File: src/rtl/rv32_pkg.sv
// Shared RV32I encoding constants, instruction format enumeration and opcode decode.
package rv32_pkg;

  localparam logic [6:0] OpcLoad   = 7'b0000011;
  localparam logic [6:0] OpcJalr   = 7'b1100111;
  localparam logic [6:0] OpcOpImm  = 7'b0010011;
  localparam logic [6:0] OpcStore  = 7'b0100011;
  localparam logic [6:0] OpcBranch = 7'b1100011;
  localparam logic [6:0] OpcJal    = 7'b1101111;
  localparam logic [6:0] OpcOp     = 7'b0110011;

  localparam logic [31:0] Nop = 32'h0000_0013;

  typedef enum logic [2:0] {FmtI, FmtS, FmtB, FmtJ, FmtR, FmtUnsup} fmt_e;

  function automatic fmt_e fmt_of(input logic [6:0] opcode);
    fmt_e fmt;
    case (opcode)
      OpcLoad, OpcJalr, OpcOpImm: fmt = FmtI;
      OpcStore:                   fmt = FmtS;
      OpcBranch:                  fmt = FmtB;
      OpcJal:                     fmt = FmtJ;
      OpcOp:                      fmt = FmtR;
      default:                    fmt = FmtUnsup;
    endcase
    return fmt;
  endfunction

endpackage

File: src/rtl/instr_encoder_if.sv
// Request/response bundle of the instruction encoder; slave is the encoder side.
interface instr_encoder_if;
  logic        in_valid_i;
  logic        in_ready_o;
  logic [6:0]  opcode_i;
  logic [4:0]  rd_i;
  logic [4:0]  rs1_i;
  logic [4:0]  rs2_i;
  logic [2:0]  funct3_i;
  logic [6:0]  funct7_i;
  logic [31:0] imm_i;
  logic        out_valid_o;
  logic        out_ready_i;
  logic [31:0] instr_o;
  logic        err_o;
  logic [7:0]  err_cnt_o;

  modport slave (
    input  in_valid_i, opcode_i, rd_i, rs1_i, rs2_i, funct3_i, funct7_i, imm_i, out_ready_i,
    output in_ready_o, out_valid_o, instr_o, err_o, err_cnt_o
  );

  modport master (
    output in_valid_i, opcode_i, rd_i, rs1_i, rs2_i, funct3_i, funct7_i, imm_i, out_ready_i,
    input  in_ready_o, out_valid_o, instr_o, err_o, err_cnt_o
  );
endinterface

File: src/rtl/enc_fifo2.sv
// Two-entry FIFO holding {err, instr}; push ignored when full, pop ignored when empty.
module enc_fifo2 (
  input  logic        clk,
  input  logic        rst_n,
  input  logic        push,
  input  logic [32:0] wdata,
  output logic        ready,
  input  logic        pop,
  output logic        valid,
  output logic [32:0] rdata
);

  logic [32:0] mem_q [2];
  logic        wr_ptr_q, rd_ptr_q;
  logic [1:0]  cnt_q;
  logic        do_push, do_pop;

  assign ready   = (cnt_q != 2'd2);
  assign valid   = (cnt_q != 2'd0);
  assign do_push = push & ready;
  assign do_pop  = pop & valid;
  assign rdata   = mem_q[rd_ptr_q];

  // Storage is cleared too, so the output word reads zero while in reset.
  always_ff @(posedge clk or negedge rst_n) begin
    if (!rst_n) begin
      mem_q[0] <= '0;
      mem_q[1] <= '0;
      wr_ptr_q <= 1'b0;
      rd_ptr_q <= 1'b0;
      cnt_q    <= 2'd0;
    end else begin
      if (do_push) begin
        mem_q[wr_ptr_q] <= wdata;
        wr_ptr_q        <= ~wr_ptr_q;
      end
      if (do_pop) begin
        rd_ptr_q <= ~rd_ptr_q;
      end
      cnt_q <= cnt_q + {1'b0, do_push} - {1'b0, do_pop};
    end
  end

endmodule

File: src/rtl/instr_encoder.sv
// Combinational RV32I field encoder with range checking, buffered by a 2-entry FIFO.
module instr_encoder
  import rv32_pkg::*;
(
  input logic              clk,
  input logic              rst_n,
  instr_encoder_if.slave   bus
);

  fmt_e               fmt;
  logic signed [31:0] imm_s;
  logic [31:0]        imm;
  logic [31:0]        enc;
  logic               bad;
  logic [32:0]        entry;
  logic               accept;
  logic [7:0]         err_cnt_q;

  assign imm   = bus.imm_i;
  assign imm_s = $signed(bus.imm_i);
  assign fmt   = fmt_of(bus.opcode_i);

  always_comb begin
    enc = Nop;
    bad = 1'b0;
    unique case (fmt)
      FmtI: begin
        enc = {imm[11:0], bus.rs1_i, bus.funct3_i, bus.rd_i, bus.opcode_i};
        bad = (imm_s < -32'sd2048) || (imm_s > 32'sd2047);
      end
      FmtS: begin
        enc = {imm[11:5], bus.rs2_i, bus.rs1_i, bus.funct3_i, imm[4:0], bus.opcode_i};
        bad = (imm_s < -32'sd2048) || (imm_s > 32'sd2047);
      end
      FmtB: begin
        enc = {imm[12], imm[10:5], bus.rs2_i, bus.rs1_i, bus.funct3_i, imm[4:1], imm[11],
               bus.opcode_i};
        bad = (imm_s < -32'sd4096) || (imm_s > 32'sd4094) || imm[0];
      end
      FmtJ: begin
        enc = {imm[20], imm[10:1], imm[11], imm[19:12], bus.rd_i, bus.opcode_i};
        bad = (imm_s < -32'sd1048576) || (imm_s > 32'sd1048574) || imm[0];
      end
      FmtR: begin
        enc = {bus.funct7_i, bus.rs2_i, bus.rs1_i, bus.funct3_i, bus.rd_i, bus.opcode_i};
      end
      default: begin
        bad = 1'b1;
      end
    endcase
    entry = bad ? {1'b1, Nop} : {1'b0, enc};
  end

  logic [32:0] head;

  enc_fifo2 u_fifo (
    .clk   (clk),
    .rst_n (rst_n),
    .push  (bus.in_valid_i),
    .wdata (entry),
    .ready (bus.in_ready_o),
    .pop   (bus.out_ready_i),
    .valid (bus.out_valid_o),
    .rdata (head)
  );

  assign bus.instr_o = head[31:0];
  assign bus.err_o   = head[32];
  assign accept      = bus.in_valid_i & bus.in_ready_o;

  always_ff @(posedge clk or negedge rst_n) begin
    if (!rst_n) begin
      err_cnt_q <= 8'd0;
    end else if (accept && bad && (err_cnt_q != 8'hFF)) begin
      err_cnt_q <= err_cnt_q + 8'd1;
    end
  end

  assign bus.err_cnt_o = err_cnt_q;

endmodule

File: src/flat_wrapper.sv
// flat-port wrapper written by rule: the top's interface ports become plain ports
module instr_encoder_flat import rv32_pkg::*;
  (clk, rst_n, bus_in_valid_i, bus_opcode_i, bus_rd_i, bus_rs1_i, bus_rs2_i, bus_funct3_i, bus_funct7_i, bus_imm_i, bus_out_ready_i, bus_in_ready_o, bus_out_valid_o, bus_instr_o, bus_err_o, bus_err_cnt_o);
  instr_encoder_if bus_i ();
  input logic clk;
  input logic rst_n;
  input wire logic [$bits(bus_i.in_valid_i)-1:0] bus_in_valid_i;
  input wire logic [$bits(bus_i.opcode_i)-1:0] bus_opcode_i;
  input wire logic [$bits(bus_i.rd_i)-1:0] bus_rd_i;
  input wire logic [$bits(bus_i.rs1_i)-1:0] bus_rs1_i;
  input wire logic [$bits(bus_i.rs2_i)-1:0] bus_rs2_i;
  input wire logic [$bits(bus_i.funct3_i)-1:0] bus_funct3_i;
  input wire logic [$bits(bus_i.funct7_i)-1:0] bus_funct7_i;
  input wire logic [$bits(bus_i.imm_i)-1:0] bus_imm_i;
  input wire logic [$bits(bus_i.out_ready_i)-1:0] bus_out_ready_i;
  output wire logic [$bits(bus_i.in_ready_o)-1:0] bus_in_ready_o;
  output wire logic [$bits(bus_i.out_valid_o)-1:0] bus_out_valid_o;
  output wire logic [$bits(bus_i.instr_o)-1:0] bus_instr_o;
  output wire logic [$bits(bus_i.err_o)-1:0] bus_err_o;
  output wire logic [$bits(bus_i.err_cnt_o)-1:0] bus_err_cnt_o;
  assign bus_i.in_valid_i = bus_in_valid_i;
  assign bus_i.opcode_i = bus_opcode_i;
  assign bus_i.rd_i = bus_rd_i;
  assign bus_i.rs1_i = bus_rs1_i;
  assign bus_i.rs2_i = bus_rs2_i;
  assign bus_i.funct3_i = bus_funct3_i;
  assign bus_i.funct7_i = bus_funct7_i;
  assign bus_i.imm_i = bus_imm_i;
  assign bus_i.out_ready_i = bus_out_ready_i;
  assign bus_in_ready_o = bus_i.in_ready_o;
  assign bus_out_valid_o = bus_i.out_valid_o;
  assign bus_instr_o = bus_i.instr_o;
  assign bus_err_o = bus_i.err_o;
  assign bus_err_cnt_o = bus_i.err_cnt_o;
  instr_encoder u_core (.clk(clk), .rst_n(rst_n), .bus(bus_i));
endmodule
File: config.mk
export PLATFORM = sky130hd
export DESIGN_NAME = instr_encoder_flat
export DESIGN_NICKNAME = d
export VERILOG_FILES = /design/src/rtl/rv32_pkg.sv /design/src/rtl/instr_encoder_if.sv /design/src/rtl/enc_fifo2.sv /design/src/rtl/instr_encoder.sv /design/src/flat_wrapper.sv
export SDC_FILE = /design/constraint.sdc
export NUM_CORES = 1
export LEC_CHECK = 0
export ABC_AREA = 1
export ABC_CLOCK_PERIOD_IN_PS = 1600
export CORE_MARGIN = 4
export CORE_UTILIZATION = 46
export CTS_CLUSTER_DIAMETER = 40
export CTS_CLUSTER_SIZE = 25
export DETAILED_ROUTE_END_ITERATION = 7
export MAX_ROUTING_LAYER = met4
export PLACE_DENSITY = 0.76
export SYNTH_ARGS = -nofsm -noshare
export SYNTH_HDL_FRONTEND = slang
export SYNTH_HIERARCHICAL = 1
export SYNTH_SLANG_ARGS = --single-unit
File: constraint.sdc
create_clock -name clk -period 1.6 [get_ports clk]
set_input_delay 0.16 -clock clk [delete_from_list [all_inputs] [get_ports clk]]
set_output_delay 0.16 -clock clk [all_outputs]
set_load 0.005 [all_outputs]
# Word-level counts from Yosys, hierarchy flattened
# Index checks and enable logic that the tools add are counted.
[word_totals]
regBits = 78
out_inout_bits = 43
wordCells = 59
[classes]
addsub = 3
magnitude_cmp = 9
eq_ne = 13
mux = 10
n_bitwise = 6
reduce_logical = 12
[op_table]
columns = ["cell", "count"]
rows = [
  ["33-bit two-way mux", 5],
  ["32-bit case mux with 5 select lines", 1],
  ["66-bit bitwise mux", 1],
  ["33-bit demux with 1-bit select", 1],
  ["32-bit by 12-bit > comparator with 1-bit output, second input constant", 1],
  ["32-bit by 13-bit > comparator with 1-bit output, second input constant", 1],
  ["32-bit by 21-bit > comparator with 1-bit output, second input constant", 1],
  ["32-bit by 12-bit < comparator with 1-bit output, second input constant", 1],
  ["32-bit by 13-bit < comparator with 1-bit output, second input constant", 1],
  ["32-bit by 21-bit < comparator with 1-bit output, second input constant", 1],
  ["7-bit == test, second input constant", 3],
  ["3-bit case mux with 5 select lines", 1],
  ["7-bit by 6-bit == test with 1-bit output, second input constant", 2],
  ["8-bit by 1-bit adder with 8-bit output, second input constant", 1],
  ["8-bit != test, second input constant", 1],
  ["7-bit by 2-bit == test with 1-bit output, second input constant", 1],
  ["7-bit by 5-bit == test with 1-bit output, second input constant", 1],
  ["3-bit by 2-bit == test with 1-bit output, second input constant", 2],
  ["1-bit logical OR", 5],
  ["2-bit greater-or-equal comparator, second input constant", 2],
  ["1-bit inverter with 2-bit output", 2],
  ["1-bit case mux with 4 select lines", 1],
  ["3-bit by 1-bit == test with 1-bit output, second input constant", 1],
  ["3-bit == test, second input constant", 1],
  ["other kinds (11)", 15],
]

# Longest topological paths before layout
[logic_depth]
ltp_word = 8
mapped_depth = 15
depth_no_buf = 13

# Modules after synthesis
# Netlist, hierarchy kept.
[modules_own_cells]
columns = ["mod", "instances", "cells_per_inst", "area_per_inst_um2", "seq_area_each_um2"]
rows = [
  ["enc_fifo2", 1, 430, 3397.0, 1751.7],
  ["instr_encoder", 1, 260, 1403.8, 200.2],
]

# Worst setup path before layout
# Ideal clock, no wire load.
[synth_timing]
path_type = "register to register"
from = "register u_core.u_fifo.cnt_q[1]"
to = "register u_core.err_cnt_q[0], in the netlist u_core/bus.err_cnt_o[0]"
t_arrival_ns = 1.606
slack_ns = -0.124
stages_incl_launch_ff = 8
cell_sequence = "dfrtp_1 nand2_4 buf_2 nand2_1 a31oi_1 nand2_1 nand2_1 nand2_1"
[synth_via]
elab_chain_cells = 4
[synth_rtl]
columns = ["element", "line_no", "rtl"]
rows = [
  ["start: declaration", "enc_fifo2.sv:15", "logic [1:0] cnt_q;"],
  ["start signal: assignment", "enc_fifo2.sv:40", "cnt_q <= cnt_q + {1'b0, do_push} - {1'b0, do_pop};"],
  ["2-bit != test", "enc_fifo2.sv:18", "assign ready = (cnt_q != 2'd2);"],
  ["net bus_in_ready_o", "flat_wrapper.sv:16", "output wire logic [$bits(bus_i.in_ready_o)-1:0] bus_in_ready_o;"],
  ["1-bit bitwise AND", "instr_encoder.sv:69", "assign accept = bus.in_valid_i & bus.in_ready_o;"],
  ["1-bit logical AND (2 in series)", "instr_encoder.sv:74", "end else if (accept && bad && (err_cnt_q != 8'hFF)) begin"],
  ["end signal: assignment", "instr_encoder.sv:75", "err_cnt_q <= err_cnt_q + 8'd1;"],
  ["end: declaration", "instr_encoder.sv:17", "logic [7:0] err_cnt_q;"],
]
# The timed path passes the listed nets, and every way through them passes these cells.
# A chain may end at the register's enable or synchronous reset.

# Worst setup path after layout
[layout_timing]
from = "register u_core.u_fifo.rd_ptr_q"
to = "output bus_instr_o[14]"
[layout_via]
elab_chain_cells = 4
[layout_rtl]
columns = ["element", "line_no", "rtl"]
rows = [
  ["start: declaration", "enc_fifo2.sv:14", "logic wr_ptr_q, rd_ptr_q;"],
  ["start signal: assignment", "enc_fifo2.sv:38", "rd_ptr_q <= ~rd_ptr_q;"],
  ["1-bit inverter with 2-bit output (implied by the code)", "enc_fifo2.sv:22", "assign rdata = mem_q[rd_ptr_q];"],
  ["33-bit two-way mux (implied by the code) (3 in series)", "enc_fifo2.sv:22", ""],
  ["end: declaration", "flat_wrapper.sv:18", "output wire logic [$bits(bus_i.instr_o)-1:0] bus_instr_o;"],
]
# Every way passes these cells. The select of a mux whose other input is x is not followed.

==> impl_results.md <==
- Outcome: complete, but fails checks
- Violated checks: setup timing
- Slew Viols, Final: 0
- # diodes: 0
- Initial Utilization: 46.9%
- CTS buffer count: 9
- Clk sinks: 78
- Die Footprint: about 12,000 µm²
- Number of flops mapped to enable cells by yosys: 0
- Routed vias: 5,732
- Switching part of the total: 40.2%
- Final hold slack: 0.208 ns
- Layout Nets: 942
- Vias in the first global route: 5,487
- FF+latch count, synth: 78
- Max_cap viols: 0
- Overall routing resource usage: 28.5%
- Data required, critical path: 1.44 ns
- Main flop type after synthesis: dfrtp_1
- Core ar.: 10,200 µm²
- Setup skew after layout: 0.0177 ns
- # rows: 37
- DRC violations left: 0
- Int Power: 4.81 mW
- Crit-path most repeated cell: buf_12
- WS Path Type: reg -> out
- Detail Route Antenna Nets: 0
- Crit path time final: between 1.5 and 2 ns
- Clk Latency, worst-skew pair: 0.37 ns
- Async SR Flop Fraction: 100%
- Crit-path max cell delay: 0.41 ns
- Seq/Total Area, Yosys: 40.7%
- Distinct cell type count after synthesis: 31
- Cell count after synthesis: 690
- Setup TNS: -0.397 ns
- Flop2flop setup slack: -0.02 ns
- Worst Hold Class: in -> reg
- Clock Path Buffers: 2
- WP data arrival: 1.52 ns
- Post-Route WL: 17,700 µm
- First-pass GRT wire length: 26,200 µm
- Clock network fraction of design power: 21.3%
- Layout area overhead: 53.8%
- Reg2reg end: u_core/u_fifo/mem_q[52]$_DFFE_PN0P_
- Mapped cell area: 4800 µm²
- Worst r2r src: u_core/u_fifo/cnt_q[1]$_DFF_PN0_
- WHS Path Cells: 5
- Slowest CP cell: dfrtp_2
- Sw power: 3.23 mW
- Endpoints failing hold: 0
- Worst Reg-to-Reg Cells: 6
- Hold_sp: bus_imm_i[13]
- WHS Endpoint: u_core/u_fifo/mem_q[46]$_DFFE_PN0P_
- Yosys warnings: 6
- RSZ-0062 raised after global routing: true
- PortBufs: 110
- Synthesized area per cell: 6.96 µm²
- Final setup fails: 15
- WL/cell: 17.5 µm
- Critical Path Fanout Max: 6
- Die height: 110 µm
- Initial antenna violation count: 0
- Reg clk slew, reported paths: 0.09 ns
- Max IR drop VDD: about 650 µV
- DRT Pass-1 Iters: 8
- Global route overflow: 0
- Leak: ~3.8 nW
- Clock Tree Root: clkbuf_8
- Worst setup margin: -0.0788 ns
- Sequential share of power: 30.8%
- Crit path cell chain: inv_4 -> buf_12 -> buf_8 -> buf_16 -> buf_12 -> nand2_4 -> nand2_2 -> buf_2
- Fraction of layout cells with a size suffix above 1: a little over a third
- Largest net degree at the start of global routing: 53
- H-tree depth: 3
- Vias/cell: 5.66
- Power Density: 1090 nW/µm²
- Die X: 110 µm
- Top Ports: ~110
- Comb power frac: about 48%
- CTS tree: built
- Crit share post-route: 105%
- Critical path endpoint category: output port
- Starting DRT DRC Count: ~690
- Fmax: around 600 MHz
- Routability Congestion: between 1 and 1.5
- Startpoint Class: flop
- Dpl hpwl: ~11,000 µm
cells in the final DEF (no fill, tap or decap), types with 8 or more instances in the layout:
cell type        instances
nor2_1                  15
nor2_4                   8
o21ai_0                  8
nand4_1                 72
a21oi_4                  9
dfrtp_1                 72
nand3_1                 30
dlygate4sd2_1            9
nand2_4                 13
nand2_1                277
buf_4                   70
buf_2                   26
nor2_2                  15
inv_1                   25
buf_12                   9
clkbuf_8                10
clkdlybuf4s50_1         34
nand2_2                 42
a21oi_2                 15
buf_6                   13
clkbuf_2                26
area by class of cell:
| type | instances | area, µm² |
|---|---|---|
| repair buffers | 207 | 1830 |
| fillers | 737 | 2850 |
| flip-flops and latches | 78 | 1960 |
| well taps | 136 | 170 |
| clock inverters | 5 | 82.6 |
| multi-input cells | 543 | 3070 |
| inverters | 33 | 129 |
| clock buffers | 11 | 141 |
state kept, by name, summed over array words and instances, names as in the netlist:
register	count
u_core/bus.err_cnt_o	8
u_core/u_fifo/rd_ptr_q	1
u_core/u_fifo/cnt_q	2
u_core/u_fifo/mem_q	66
u_core/u_fifo/wr_ptr_q	1
logic make-up (layout without fill, tap and decap cells):
logic type	count (synthesis)	in the layout	share of synthesized area (%)
other	1	4	0.0781
AND/OR/NAND/NOR	488	489	44.4
flip-flops	78	78	40.7
buffers and inverters	73	256	7.77
AO/OA/AOI/OAI	41	41	5.32
adder cells (fa/ha/maj)	2	2	0.521
XOR/XNOR	7	7	1.28
Yosys cell counts, types with 5 or more instances:
cell / instances / area (µm²)
nand2_1: 332 / 1250
dfrtp_1: 78 / 1950
nand4_1: 72 / 450
nor2_1: 38 / 143
nand3_1: 37 / 185
inv_1: 30 / 113
buf_2: 19 / 95.1
a21oi_1: 15 / 75.1
o21ai_0: 11 / 55.1
a21oi_2: 10 / 87.6
clkbuf_1: 9 / 33.8
buf_6: 8 / 90.1
xnor2_1: 5 / 43.8
worst max-delay path: cells and delay by family, from the launching register on:
family | cells | cell delay, ns
buffers and inverters | 6 | 0.66
DFF | 1 | 0.41
and+or+nand+nor | 2 | 0.07
power by group through the flow:
| stage | logic, mW | clock network (mW) | registers (mW) |
|---|---|---|---|
| final | 3.86 | 1.71 | 2.47 |
| after global routing | 4.12 | 1.80 | 2.51 |
| after CTS | 3.41 | 1.71 | 2.46 |
| after detailed placement | 2.73 | 0 | 2.48 |
| after global placement | 2.68 | 0 | 2.46 |
| after floorplan | 1.66 | 0 | 2.39 |
how the worst max path moves through the flow:
stage                                             from                                   to  slack [ns]  cells past startpoint
floorplan                              bus_opcode_i[0]  u_core/u_fifo/mem_q[21]$_DFFE_PN0P_      0.0001                     13
global placement                       bus_opcode_i[1]  u_core/bus.err_cnt_o[4]$_DFFE_PN0P_       -0.69                     13
detailed placement                     bus_opcode_i[0]  u_core/bus.err_cnt_o[5]$_DFFE_PN0P_       -0.79                     13
CTS                 u_core/u_fifo/rd_ptr_q$_DFFE_PN0P_                      bus_instr_o[14]       -0.21                      9
global route        u_core/u_fifo/rd_ptr_q$_DFFE_PN0P_                       bus_instr_o[2]       -0.12                      7
finish              u_core/u_fifo/rd_ptr_q$_DFFE_PN0P_                      bus_instr_o[14]       -0.08                      8
repair_timing:
| action | CTS | global route |
|---|---|---|
| pin swaps | 23 | 56 |
| hold buffers | 1 | 0 |
| buffers inserted | 24 | 16 |
| hold endpoints to repair | 23 | 0 |
| cloned | 3 | 3 |
| gates resized for setup | 214 | 203 |
| endpoints found under the setup margin | 105 | 102 |
stage by stage:
step / util (%) / instances / setup WS (ns) / area, µm² / power [mW]
floorplan: - / 693 / 0.000126 / 4840 / 4.06
CTS: 67.3 / 1000 / -0.212 / 6890 / 7.59
global placement: 61.9 / 957 / -0.693 / 6340 / 5.14
finish: 72.2 / 1013 / -0.0788 / 7380 / 8.04
detailed placement: 61.9 / 957 / -0.785 / 6340 / 5.21
global route: 72.2 / 1013 / -0.123 / 7380 / 8.43
per-layer routing:
| layer | global-route usage [%] | up-vias | part of all wire, % |
|---|---|---|---|
| met2 | 46.2 | 302 | 49 |
| li1 | - | 2622 | - |
| met1 | 35.3 | 2745 | 40 |
| met4 | 13.0 | 0 | 3.5 |
| met5 | - | - | 0 |
| met3 | 4.54 | 63 | 7.4 |
Power figures use the tool's default switching activity.
